<file path="src/rtl/conv_frame_ctrl_if.sv">
`default_nettype none
// ============================================================================
// Module      : conv_frame_ctrl_if
// Description : Handshake/status bundle between the frame sequencer and its
//               surroundings (input pixel FIFO, convolution datapath, output
//               buffer).
//   start              - begin a frame (honoured only while idle)
//   in_valid           - input FIFO holds a pixel
//   is_OutBuff_notFull - output buffer can take one result
//   rd_en              - pop the input FIFO this cycle
//   shift_en           - advance line buffers / window registers this cycle
//   valid_out          - datapath sum is a valid result this cycle
//   col / row          - position of the next pixel to be accepted
//   busy               - frame in progress
//   done               - one-cycle frame-end pulse
// Revision    : 1.0 - initial release
// ============================================================================
interface conv_frame_ctrl_if #(
   parameter int COL_W = 16,
   parameter int ROW_W = 16
);
   logic             start;
   logic             in_valid;
   logic             is_OutBuff_notFull;
   logic             rd_en;
   logic             shift_en;
   logic             valid_out;
   logic [COL_W-1:0] col;
   logic [ROW_W-1:0] row;
   logic             busy;
   logic             done;

   // Environment side: drives the requests, observes the sequencer.
   modport master (
      output start, in_valid, is_OutBuff_notFull,
      input  rd_en, shift_en, valid_out, col, row, busy, done
   );

   // Sequencer side.
   modport slave (
      input  start, in_valid, is_OutBuff_notFull,
      output rd_en, shift_en, valid_out, col, row, busy, done
   );
endinterface
`default_nettype wire

</file>
<file path="src/rtl/conv_frame_ctrl.sv">
`default_nettype none
// ============================================================================
// Module      : conv_frame_ctrl
// Description : Frame sequencer for a 3x3 convolution datapath. Accepts one
//               pixel per cycle when the input FIFO is non-empty and the
//               output buffer has room, tracks the row/column of the next
//               pixel, flags window results only once a full 3x3
//               neighbourhood is present, and pulses done at frame end.
// Ports       : Clk   - clock, rising edge
//               nRst  - asynchronous active-low reset
//               bus   - conv_frame_ctrl_if.slave (start, in_valid,
//                       is_OutBuff_notFull in; rd_en, shift_en, valid_out,
//                       col, row, busy, done out)
// Revision    : 1.0 - initial release
// ============================================================================
module conv_frame_ctrl #(
   parameter int IMG_WIDTH  = 8,
   parameter int IMG_HEIGHT = 8,
   parameter int COL_W      = 16,
   parameter int ROW_W      = 16
) (
   input  wire logic          Clk,
   input  wire logic          nRst,
   conv_frame_ctrl_if.slave   bus
);

   localparam logic [COL_W-1:0] c_col_last = COL_W'(IMG_WIDTH - 1);
   localparam logic [ROW_W-1:0] c_row_last = ROW_W'(IMG_HEIGHT - 1);
   localparam logic [COL_W-1:0] c_col_two  = COL_W'(2);
   localparam logic [ROW_W-1:0] c_row_two  = ROW_W'(2);
   localparam logic [COL_W-1:0] c_col_one  = COL_W'(1);
   localparam logic [ROW_W-1:0] c_row_one  = ROW_W'(1);

   typedef enum logic [1:0] {
      S_IDLE = 2'd0,
      S_RUN  = 2'd1,
      S_DONE = 2'd2
   } state_t;

   state_t           state_q, state_d;
   logic [COL_W-1:0] col_q, col_d;
   logic [ROW_W-1:0] row_q, row_d;
   logic             valid_out_q, valid_out_d;
   logic             busy_q, busy_d;
   logic             done_q, done_d;
   logic             w_accept;

   // A full output buffer stalls even a masked window: the whole datapath
   // freezes together so results are never dropped.
   assign w_accept = (state_q == S_RUN) && bus.in_valid && bus.is_OutBuff_notFull;

   assign bus.rd_en     = w_accept;
   assign bus.shift_en  = w_accept;
   assign bus.valid_out = valid_out_q;
   assign bus.col       = col_q;
   assign bus.row       = row_q;
   assign bus.busy      = busy_q;
   assign bus.done      = done_q;

   always_comb begin
      state_d     = state_q;
      col_d       = col_q;
      row_d       = row_q;
      valid_out_d = 1'b0;
      done_d      = 1'b0;
      case (state_q)
         S_IDLE: begin
            if (bus.start) begin
               state_d = S_RUN;
               col_d   = '0;
               row_d   = '0;
            end
         end
         S_RUN: begin
            if (w_accept) begin
               // Accepting (r,c) completes the window centred on (r-1,c-1);
               // columns 0/1 and rows 0/1 are masked, which also hides
               // windows straddling a row wrap and stale line-buffer data.
               valid_out_d = (row_q >= c_row_two) && (col_q >= c_col_two);
               if (col_q == c_col_last) begin
                  col_d = '0;
                  if (row_q == c_row_last) begin
                     row_d   = '0;
                     state_d = S_DONE;
                     done_d  = 1'b1;
                  end else begin
                     row_d = row_q + c_row_one;
                  end
               end else begin
                  col_d = col_q + c_col_one;
               end
            end
         end
         S_DONE: begin
            state_d = S_IDLE;
         end
         default: begin
            state_d = S_IDLE;
         end
      endcase
      // Registered busy tracks the state being entered, so it rises on the
      // start edge and falls on the edge that accepts the last pixel.
      busy_d = (state_d == S_RUN);
   end

   always_ff @(posedge Clk or negedge nRst) begin
      if (!nRst) begin
         state_q     <= S_IDLE;
         col_q       <= '0;
         row_q       <= '0;
         valid_out_q <= 1'b0;
         busy_q      <= 1'b0;
         done_q      <= 1'b0;
      end else begin
         state_q     <= state_d;
         col_q       <= col_d;
         row_q       <= row_d;
         valid_out_q <= valid_out_d;
         busy_q      <= busy_d;
         done_q      <= done_d;
      end
   end

endmodule
`default_nettype wire

</file>
<file path="src/flat_wrapper.sv">
// flat-port wrapper written by rule: the top's interface ports become plain ports
module conv_frame_ctrl_flat 
#(
   parameter int IMG_WIDTH  = 8,
   parameter int IMG_HEIGHT = 8,
   parameter int COL_W      = 16,
   parameter int ROW_W      = 16
)
  (Clk, nRst, bus_start, bus_in_valid, bus_is_OutBuff_notFull, bus_rd_en, bus_shift_en, bus_valid_out, bus_col, bus_row, bus_busy, bus_done);
  conv_frame_ctrl_if #(.COL_W(COL_W), .ROW_W(ROW_W)) bus_i ();
  input  wire logic Clk;
  input  wire logic nRst;
  input wire logic [$bits(bus_i.start)-1:0] bus_start;
  input wire logic [$bits(bus_i.in_valid)-1:0] bus_in_valid;
  input wire logic [$bits(bus_i.is_OutBuff_notFull)-1:0] bus_is_OutBuff_notFull;
  output wire logic [$bits(bus_i.rd_en)-1:0] bus_rd_en;
  output wire logic [$bits(bus_i.shift_en)-1:0] bus_shift_en;
  output wire logic [$bits(bus_i.valid_out)-1:0] bus_valid_out;
  output wire logic [$bits(bus_i.col)-1:0] bus_col;
  output wire logic [$bits(bus_i.row)-1:0] bus_row;
  output wire logic [$bits(bus_i.busy)-1:0] bus_busy;
  output wire logic [$bits(bus_i.done)-1:0] bus_done;
  assign bus_i.start = bus_start;
  assign bus_i.in_valid = bus_in_valid;
  assign bus_i.is_OutBuff_notFull = bus_is_OutBuff_notFull;
  assign bus_rd_en = bus_i.rd_en;
  assign bus_shift_en = bus_i.shift_en;
  assign bus_valid_out = bus_i.valid_out;
  assign bus_col = bus_i.col;
  assign bus_row = bus_i.row;
  assign bus_busy = bus_i.busy;
  assign bus_done = bus_i.done;
  conv_frame_ctrl #(.IMG_WIDTH(IMG_WIDTH), .IMG_HEIGHT(IMG_HEIGHT), .COL_W(COL_W), .ROW_W(ROW_W)) u_core (.Clk(Clk), .nRst(nRst), .bus(bus_i));
endmodule
</file>
<file path="config.mk">
export PLATFORM = sky130hd
export DESIGN_NAME = conv_frame_ctrl_flat
export DESIGN_NICKNAME = d
export VERILOG_FILES = /design/src/rtl/conv_frame_ctrl_if.sv /design/src/rtl/conv_frame_ctrl.sv /design/src/flat_wrapper.sv
export SDC_FILE = /design/constraint.sdc
export NUM_CORES = 1
export LEC_CHECK = 0
export CAP_MARGIN = 20
export CORE_ASPECT_RATIO = 0.9
export CORE_MARGIN = 2
export CORE_UTILIZATION = 41
export CTS_CLUSTER_SIZE = 8
export DETAILED_ROUTE_END_ITERATION = 16
export PLACE_DENSITY_LB_ADDON = 0.05
export SLEW_MARGIN = 5
export SYNTH_ARGS = -nofsm -noshare
export SYNTH_HDL_FRONTEND = slang
export SYNTH_SLANG_ARGS = --single-unit
</file>
<file path="constraint.sdc">
create_clock -name Clk -period 1.95 [get_ports Clk]
set_input_delay 0.39 -clock Clk [delete_from_list [all_inputs] [get_ports Clk]]
set_output_delay 0.39 -clock Clk [all_outputs]
set_load 0.02 [all_outputs]
</file>
# Word level (Yosys, flattened, before mapping)
# Index checks and enable logic that the tools add are counted.
[totals]
register_bits = 37
inputBits = 5
output_inout_bits = 37
elab_cells = 43
[classes]
add_sub_neg = 2
order_cmp = 2
n_eq_ne = 7
n_mux = 19
reduce_logical = 7
[op_table]
columns = ["operator", "n"]
rows = [
  ["2-to-1 mux 16 bit", 6],
  ["case mux 16 bit (2 select lines)", 2],
  ["adder 16 x 1 -> 16 bit (second input constant)", 2],
  ["== test 16 x 3 -> 1 bit (second input constant)", 2],
  ["greater-or-equal comparator 16 x 2 -> 1 bit (second input constant)", 2],
  ["2-to-1 mux 2 bit", 4],
  ["2-to-1 mux 1 bit", 6],
  ["!= test 2 bit (second input constant)", 3],
  ["== test 2 x 1 -> 1 bit (second input constant)", 2],
  ["case mux 2 bit (2 select lines)", 1],
  ["AND reduction 4 bit", 1],
  ["logical AND 1 bit", 3],
  ["AND reduction 3 bit", 1],
  ["zero test 2 bit", 1],
  ["nonzero test 2 bit", 1],
]

# Longest topological paths before layout
# Gate-level depths: netlist of the first run.
[logic_depth]
word_depth = 6
depth_mapped = 8
mapped_depth_nobuf = 6

# Worst setup path after synthesis of the first run
# OpenSTA, ideal clock, no wires.
[synth_path]
path_kind = "register -> register"
startpoint = "register u_core.col_q[9] (netlist: u_core.bus.col[9])"
endpoint = "register u_core.row_q[8] (netlist: u_core.bus.row[8])"
setup_ps = 133
t_arrival_ps = 1971
t_required_ps = 1817
setup_slack_ps = -154
stages_incl_launch_ff = 8
n_path_buf = 2
period_less_slack_ps = 2104
path_cell_list = "dfrtp_1 > or4_4 > and4bb_2 > buf_2 > o21ai_2 > buf_6 > a22oi_1 > nand2_1"
[synth_between]
elab_chain_len = 3
[synth_lines]
columns = ["item", "line_no", "text"]
rows = [
  ["start: declaration", "conv_frame_ctrl.sv:41", "logic [COL_W-1:0] col_q, col_d;"],
  ["start signal: assignment", "conv_frame_ctrl.sv:116", "col_q <= col_d;"],
  ["== test 16 x 3 -> 1 bit", "conv_frame_ctrl.sv:80", "if (col_q == c_col_last) begin"],
  ["!= test 2 bit (no source line)", "--", ""],
  ["AND reduction 4 bit (no source line)", "--", ""],
  ["end signal: assignment", "conv_frame_ctrl.sv:117", "row_q <= row_d;"],
  ["end: declaration", "conv_frame_ctrl.sv:42", "logic [ROW_W-1:0] row_q, row_d;"],
]
# No other way between the ends.
# A chain may end at the register's enable or synchronous reset.

# Final worst setup path of the first run
[layout_path]
startpoint = "register u_core.col_q[9] (netlist: u_core.bus.col[9])"
endpoint = "register u_core.col_q[9] (netlist: u_core.bus.col[9])"
[layout_between]
elab_chain_len = 4
word_cells_on_any_way = 5
cone_classes = "1 x add/sub; 1 x eq/ne; 3 x mux"
[layout_lines]
columns = ["item", "line_no", "text"]
rows = [
  ["adder 16 x 1 -> 16 bit / == test 16 x 3 -> 1 bit (equally long branches)", "conv_frame_ctrl.sv:90, conv_frame_ctrl.sv:80", ""],
  ["2-to-1 mux 16 bit (*)", "conv_frame_ctrl.sv:80", ""],
  ["2-to-1 mux 16 bit (*)", "conv_frame_ctrl.sv:75", "if (w_accept) begin"],
  ["case mux 16 bit (2 select lines) (*)", "conv_frame_ctrl.sv:66", "case (state_q)"],
]
# Every way passes the cells marked *; elsewhere a longest branch is shown, timed or not. The select of a mux whose other input is x is not followed.

==> results.tsv, run 1 <==
stage	metric	value	unit
timing	finalSetupTns	-0.2990	ns
yosys	synth_area_per_cell	8.972	sq um
global_route	grt_pass1_wl	9.715	mm
timing	worst_hold_slack	0.03032	ns
drt	wl_per_cell	15.40	um
clock_tree	htree_num_levels	2	
clock_tree	clock_path_buffers	2	
yosys	async_reset_ff_share	100.0	%
outcome	violations	negative setup slack	
timing	skew	0.008232	ns
worst_setup_path	worst-endpoint-arrival	2.18	ns
drt	via_per_inst	5.570	
yosys	ys_ff_latch	37	
final_layout	drive_gt1_share	31.64	%
power_and_ir_drop	share_seq_of_total_power	40.0	%
timing	setup_violations	12	
worst_setup_path	critPathSlowestCell	or4_4	
worst_setup_path	crit_buf_inv	1	
drt	dr.pass1.iters	4	
floorplanning	die_w	80.39	um
power_and_ir_drop	powerDensity	695.9	mW/mm^2
yosys	synth_top_area_share	43.00	%
yosys	yosysWarnings	0	
timing	fmax	499.4	MHz
placement	io_buffers	41	
yosys	yosysSeqAreaShare	43.00	%
worst_setup_path	required	2.13	ns
drt	drc_errors	0	
yosys	synth_fp_nets	249	
global_route	grt_pass1_vias	2020	
power_and_ir_drop	combPwrFrac	35.4	%
drt	via_count	2239	
worst_setup_path	cpPeakStageDelay	0.55	ns
floorplanning	core	0.005161	sq mm
timing	hold_violations	0	
worst_setup_path	crit_chain	or4_4 -> and4bb_4 -> buf_6 -> nor2_4 -> and3_4 -> o22a_1	
hold_path	hold_class	input port to asynchronous set/reset pin	
global_route	overflow	0	
yosys	synth_area_leaders	dfrtp_1, nand2_1, nand3_1	
power_and_ir_drop	netSwitchingPower	0.0007863	W
yosys	synth_area	0.002153	sq mm
timing	max_slew.worst_pin.slew	0.5292	ns
clock_tree	cts_root_buf	clkbuf_8	
yosys	yosysMostFrequentCell	dfrtp_1	
timing	max_slew_margin	64.72	%
power_and_ir_drop	ir_worst_vdd	0.0005506	V
floorplanning	initial_core_util	41.72	%
timing	slew_violations	0	
worst_setup_path	worstSetupPathType	flop to flop	
clock_tree	holdBufCountCts	0	
clock_tree	worst_skew_pair.late_latency	0.29	ns
worst_setup_path	crit_path_max_fanout	5	
global_route	grt_max_degree	21	
yosys	syn_inst	240	
drt	antenna_left	0	
yosys	yosys.area.top_type	dfrtp_1	
final_layout	antenna_cells	0	
timing	min_period	2.002	ns
timing	fin_ws	-0.05238	ns
worst_setup_path	crit_path_end_kind	flop	
placement	hpwl	4.367	mm
outcome	status	finished, violations left	
floorplanning	row_count	25	
clock_tree	cts_buffers	5	
clock_tree	clkSlewWorstSetupHoldPaths	0.08	ns
clock_tree	clock_sinks	37	
floorplanning	num_io_pins	42	
drt	drt_first_iter_violations	140	
final_layout	final_nets	343	
global_route	track_usage	21.71	%
power_and_ir_drop	intPower	0.001507	W
timing	min_period_over_period	102.7	%
drt	totalWireLength	6.189	mm
power_and_ir_drop	swShare	34.28	%
floorplanning	fp.dieH	72.75	um
floorplanning	die_area	0.005848	sq mm
yosys	ys_types	46	
placement	dp_slack	-0.1778	ns
timing	rsz0062_at_grt	yes	
final_layout	syn_to_final_growth	53.05	%
worst_setup_path	start_kind	flop	
global_route	antenna_found_initial	0	
yosys	synth_common_cells	dfrtp_1, nand2_1, nand3_1, nor2_1, o21ai_0	
power_and_ir_drop	p_leak	1.327	nW
yosys	yosys_most_used_dff	dfrtp_1	
yosys	synth_edf_count	0	
clock_tree	cts_tree	done	
run	maxCapViolations	0	
power_and_ir_drop	pwr-share-clk	24.5	%
worst_setup_path	cp_top_family	simple AND/OR/NAND/NOR gates	
placement	gp_congestion	0.8256	
-- worst reg2reg max path, cell delays in order (launching register included) --
cell	delay (ns)
dfrtp_2	0.40
or4_4	0.55
and4bb_4	0.43
buf_6	0.12
nor2_4	0.05
and3_4	0.16
o22a_1	0.18
-- path summary, 6_finish.rpt --
| check | from | to | slack, ns | cells past startpoint |
|---|---|---|---|---|
| worst max-delay path | u_core.bus.col[9] | u_core.bus.col[9] | -0.05 | 6 |
| worst min-delay path | nRst | u_core.bus.col[0] | 0.03 | 1 |
| worst max register to register | u_core.bus.col[9] | u_core.bus.col[9] | -0.05 | 6 |
| worst min register to register | u_core.bus.row[15] | u_core.bus.row[15] | 0.49 | 1 |
| max in group asynchronous | nRst | u_core.bus.col[9] | 1.44 | 2 |
| min in group Clk | u_core.bus.row[15] | u_core.bus.row[15] | 0.49 | 1 |
-- registers in the layout, summed over array words and instances (netlist names) --
signal,flops
u_core.bus.busy,1
u_core.bus.col,16
u_core.bus.done,1
u_core.bus.row,16
u_core.bus.valid_out,1
u_core.state_q,2
-- through the flow --
stage / instances / total power [W] / instance area, sq um / util [%]
global placement: 388 / 0.001674 / 3015 / 58.42
detailed placement: 388 / 0.001681 / 3015 / 58.42
CTS: 397 / 0.002258 / 3131 / 60.65
floorplan: 240 / 0.001297 / 2197 / -
finish: 402 / 0.002293 / 3296 / 63.85
global route: 402 / 0.002437 / 3296 / 63.85
-- layout by cell type, fill, tap and decap left out, drive strengths merged, types with 3 or more instances in the layout --
cell type      instances
and3                   5
nand2b                 3
nor2                  17
buf                   57
o31ai                  6
nor4                   8
nand4                  9
nand3                 17
a31oi                  3
a21oi                 11
mux2i                  5
ha                     4
nor3                  14
o21ai                 23
a211oi                 5
nand2                 29
dfrtp                 37
clkbuf                 8
a22oi                  4
clkdlybuf4s50         38
inv                    5
-- final cells by class --
cell class	count	area (sq um)
Sequential cell	37	933.4
Fill cell	460	1866
Inverter	5	18.77
Tap cell	67	83.83
Clock buffer	8	90.09
Multi-Input combinational cell	188	1310
Timing Repair Buffer	97	859.6
-- logic make-up after synthesis --
group                    count (synthesis)  share of synthesized area [%]
AO/OA/AOI/OAI                           58                          18.01
XOR/XNOR                                 4                          1.627
adder cells (fa/ha/maj)                  4                          2.324
buffers and inverters                   17                          3.951
flip-flops                              37                          43.00
multiplexers                             6                          2.847
AND/OR/NAND/NOR                        114                          28.24
-- routing by layer --
metal	share of wire [%]	GRT usage [%]
met4	1.1	7.345
met2	42	30.19
met5	0	0
met1	53	33.89
met3	3.8	3.713
-- what timing repair did --
item	in CTS	in global routing
setup endpoints to repair	32	31
setup buffers	0	4
gates resized for setup	8	32
pin swaps	8	9
cloned	1	1
-- power groups by stage --
stage / Sequential (W) / Clock (W) / Combinational [W]
after floorplan: 0.00106 / 0 / 0.000238
after global placement: 0.000926 / 0 / 0.000748
after detailed placement: 0.000929 / 0 / 0.000752
after CTS: 0.000916 / 0.000580 / 0.000763
after global routing: 0.000929 / 0.000611 / 0.000897
final: 0.000918 / 0.000563 / 0.000813
No activity file was read; power rests on OpenSTA's default activity.
==> run 2: changes to the inputs <==
--- a/config.mk
+++ b/config.mk
@@ -9,9 +9,10 @@
 export CORE_ASPECT_RATIO = 0.9
 export CORE_MARGIN = 2
 export CORE_UTILIZATION = 41
+export CTS_BUF_LIST = sky130_fd_sc_hd__clkbuf_2 sky130_fd_sc_hd__clkbuf_4 sky130_fd_sc_hd__clkbuf_8
 export CTS_CLUSTER_SIZE = 8
 export DETAILED_ROUTE_END_ITERATION = 16
-export PLACE_DENSITY_LB_ADDON = 0.05
+export PLACE_DENSITY = 0.68
 export SLEW_MARGIN = 5
 export SYNTH_ARGS = -nofsm -noshare
 export SYNTH_HDL_FRONTEND = slang
==> run 2 against run 1 <==
Die area stayed put. Clock-buffer cell count did not move. First-iteration DRC count is 100% higher. Critical path depth down 1. Routed wire length fell by 3.5%. Setup slack better by 0.013 ns. Highest routed layer unchanged. Power shrank 2.2%. Non-clock buffer count fell by 6. Hold slack better by 0.011 ns. The run still ends with negative setup slack left.
==> results.tsv, run 2 (synthesis results as in run 1) <==
stage	metric	value	unit
worst_setup_path	crit_path_max_fanout	6	
floorplanning	initial_core_util	41.72	%
worst_setup_path	worstSetupPathType	flop to flop	
worst_setup_path	reg2reg_slack	-0.04	ns
worst_setup_path	rr_startpoint	u_core.bus.col[14]	
outcome	status	finished, violations left	
run	maxCapViolations	0	
clock_tree	cts_tree	done	
global_route	antenna_found_initial	0	
final_layout	syn_to_final_growth	48.58	%
global_route	grt_pass1_wl	9.722	mm
hold_path	hold_class	input port to asynchronous set/reset pin	
clock_tree	clock_sinks	37	
global_route	track_usage	21.51	%
worst_setup_path	crit_start	u_core.bus.col[14]	
floorplanning	die_area	0.005848	sq mm
timing	min_period_over_period	102.0	%
drt	wl_per_cell	15.08	um
clock_tree	htree_num_levels	2	
global_route	grt_pass1_vias	1995	
worst_setup_path	r2r_cells	5	
clock_tree	cts_root_buf	clkbuf_8	
global_route	grt_max_degree	21	
clock_tree	cts_buffers	5	
placement	dp_slack	-0.1501	ns
final_layout	drive_gt1_share	29.79	%
final_layout	antenna_cells	0	
timing	min_period	1.990	ns
timing	setup_violations	10	
drt	dr.pass1.iters	4	
worst_setup_path	r2r-end	u_core.state_q[0]	
clock_tree	post_cts_buffers	0	
timing	worst_hold_slack	0.04159	ns
worst_setup_path	required	2.11	ns
worst_setup_path	start_kind	flop	
drt	via_count	2180	
clock_tree	clkSlewWorstSetupHoldPaths	0.07	ns
power_and_ir_drop	p_leak	1.293	nW
clock_tree	clock_path_buffers	2	
drt	via_per_inst	5.505	
worst_setup_path	crit_path_end_kind	flop	
worst_setup_path	worst-endpoint-arrival	2.15	ns
global_route	overflow	0	
floorplanning	num_io_pins	42	
final_layout	nFillCells	457	
power_and_ir_drop	powerDensity	701.2	mW/mm^2
timing	rsz0062_at_grt	yes	
drt	drc_errors	0	
timing	fin_ws	-0.03953	ns
floorplanning	row_count	25	
timing	max_slew_margin	58.12	%
floorplanning	die_w	80.39	um
drt	antenna_left	0	
placement	hpwl	4.250	mm
outcome	violations	negative setup slack	
worst_setup_path	crit_end	u_core.state_q[0]	
clock_tree	holdBufCountCts	0	
drt	drt_first_iter_violations	286	
floorplanning	fp.dieH	72.75	um
final_layout	final_common_cell	buf_4	
drt	totalWireLength	5.973	mm
power_and_ir_drop	power	0.002243	W
placement	gp_congestion	0.8529	
timing	max_slew.worst_pin.slew	0.6282	ns
timing	skew	0.004539	ns
final_layout	postLayoutCoreUtil	61.99	%
timing	hold_violations	0	
final_layout	final_nets	337	
clock_tree	worst_skew_pair.late_latency	0.28	ns
floorplanning	core	0.005161	sq mm
timing	fmax	502.6	MHz
timing	slew_violations	0	
placement	io_buffers	41	
final_layout	final_cell_mix	buf_4, clkdlybuf4s50_1, dfrtp_1, nand2_1	
power_and_ir_drop	ir_worst_vdd	0.0006888	V
run 2: cell type report:
| class | count | area (sq um) | area share [%] |
|---|---|---|---|
| clock buffers | 8 | 91.34 | 2.855 |
| inverters | 5 | 18.77 | 0.5866 |
| multi-input cells | 188 | 1274 | 39.81 |
| flip-flops and latches | 37 | 933.4 | 29.17 |
| well taps | 67 | 83.83 | 2.620 |
| repair buffers | 91 | 798.3 | 24.95 |
run 2: worst min path at each step:
stage | startpoint | endpoint | slack (ns) | cells past startpoint
final | nRst | u_core.bus.col[6] | 0.04 | 1
after global placement | nRst | u_core.bus.col[7] | 0.35 | 1
after CTS | nRst | u_core.bus.col[7] | 0.05 | 1
after detailed placement | nRst | u_core.bus.col[7] | 0.35 | 1
after floorplan | nRst | u_core.bus.busy | 0.09 | 0
after global routing | nRst | u_core.bus.col[7] | 0.06 | 1
run 2: what timing repair did:
action	in CTS	in global routing
gates cloned	1	1
endpoints found under the hold margin	0	0
resized for setup	11	19
pin swaps	6	3
setup endpoints to repair	27	27
run 2: power by group:
part | internal, W | switching (W) | leakage [nW] | total (W)
clock | 0.000296 | 0.000253 | 0.0498 | 0.000548
combinational | 0.000360 | 0.000403 | 0.782 | 0.000764
sequential | 0.000848 | 0.0000834 | 0.461 | 0.000931
run 2: layer usage:
metal  track usage (%)  share of wire [%]
met2             31.76                 46
met3             2.970                4.5
met5                 0                  0
met1             31.96                 48
met4             8.475                1.3
run 2: per-stage QoR:
stage                     std cells  setup TNS [ns]  instance area [sq um]
after global routing            396          -1.032                   3199
after detailed placement        386          -1.964                   3000
after global placement          386          -1.717                   3000
after CTS                       395        -0.06804                   3128
after floorplan                 240         -0.5622                   2197
final                           396         -0.1447                   3199
run 2: critical path, cell delays in order (launching register included):
cell and delay (ns):
dfrtp_1 0.40, or4_4 0.56, and4bb_4 0.49, nand2_4 0.08, o31ai_4 0.24, a21oi_1 0.09
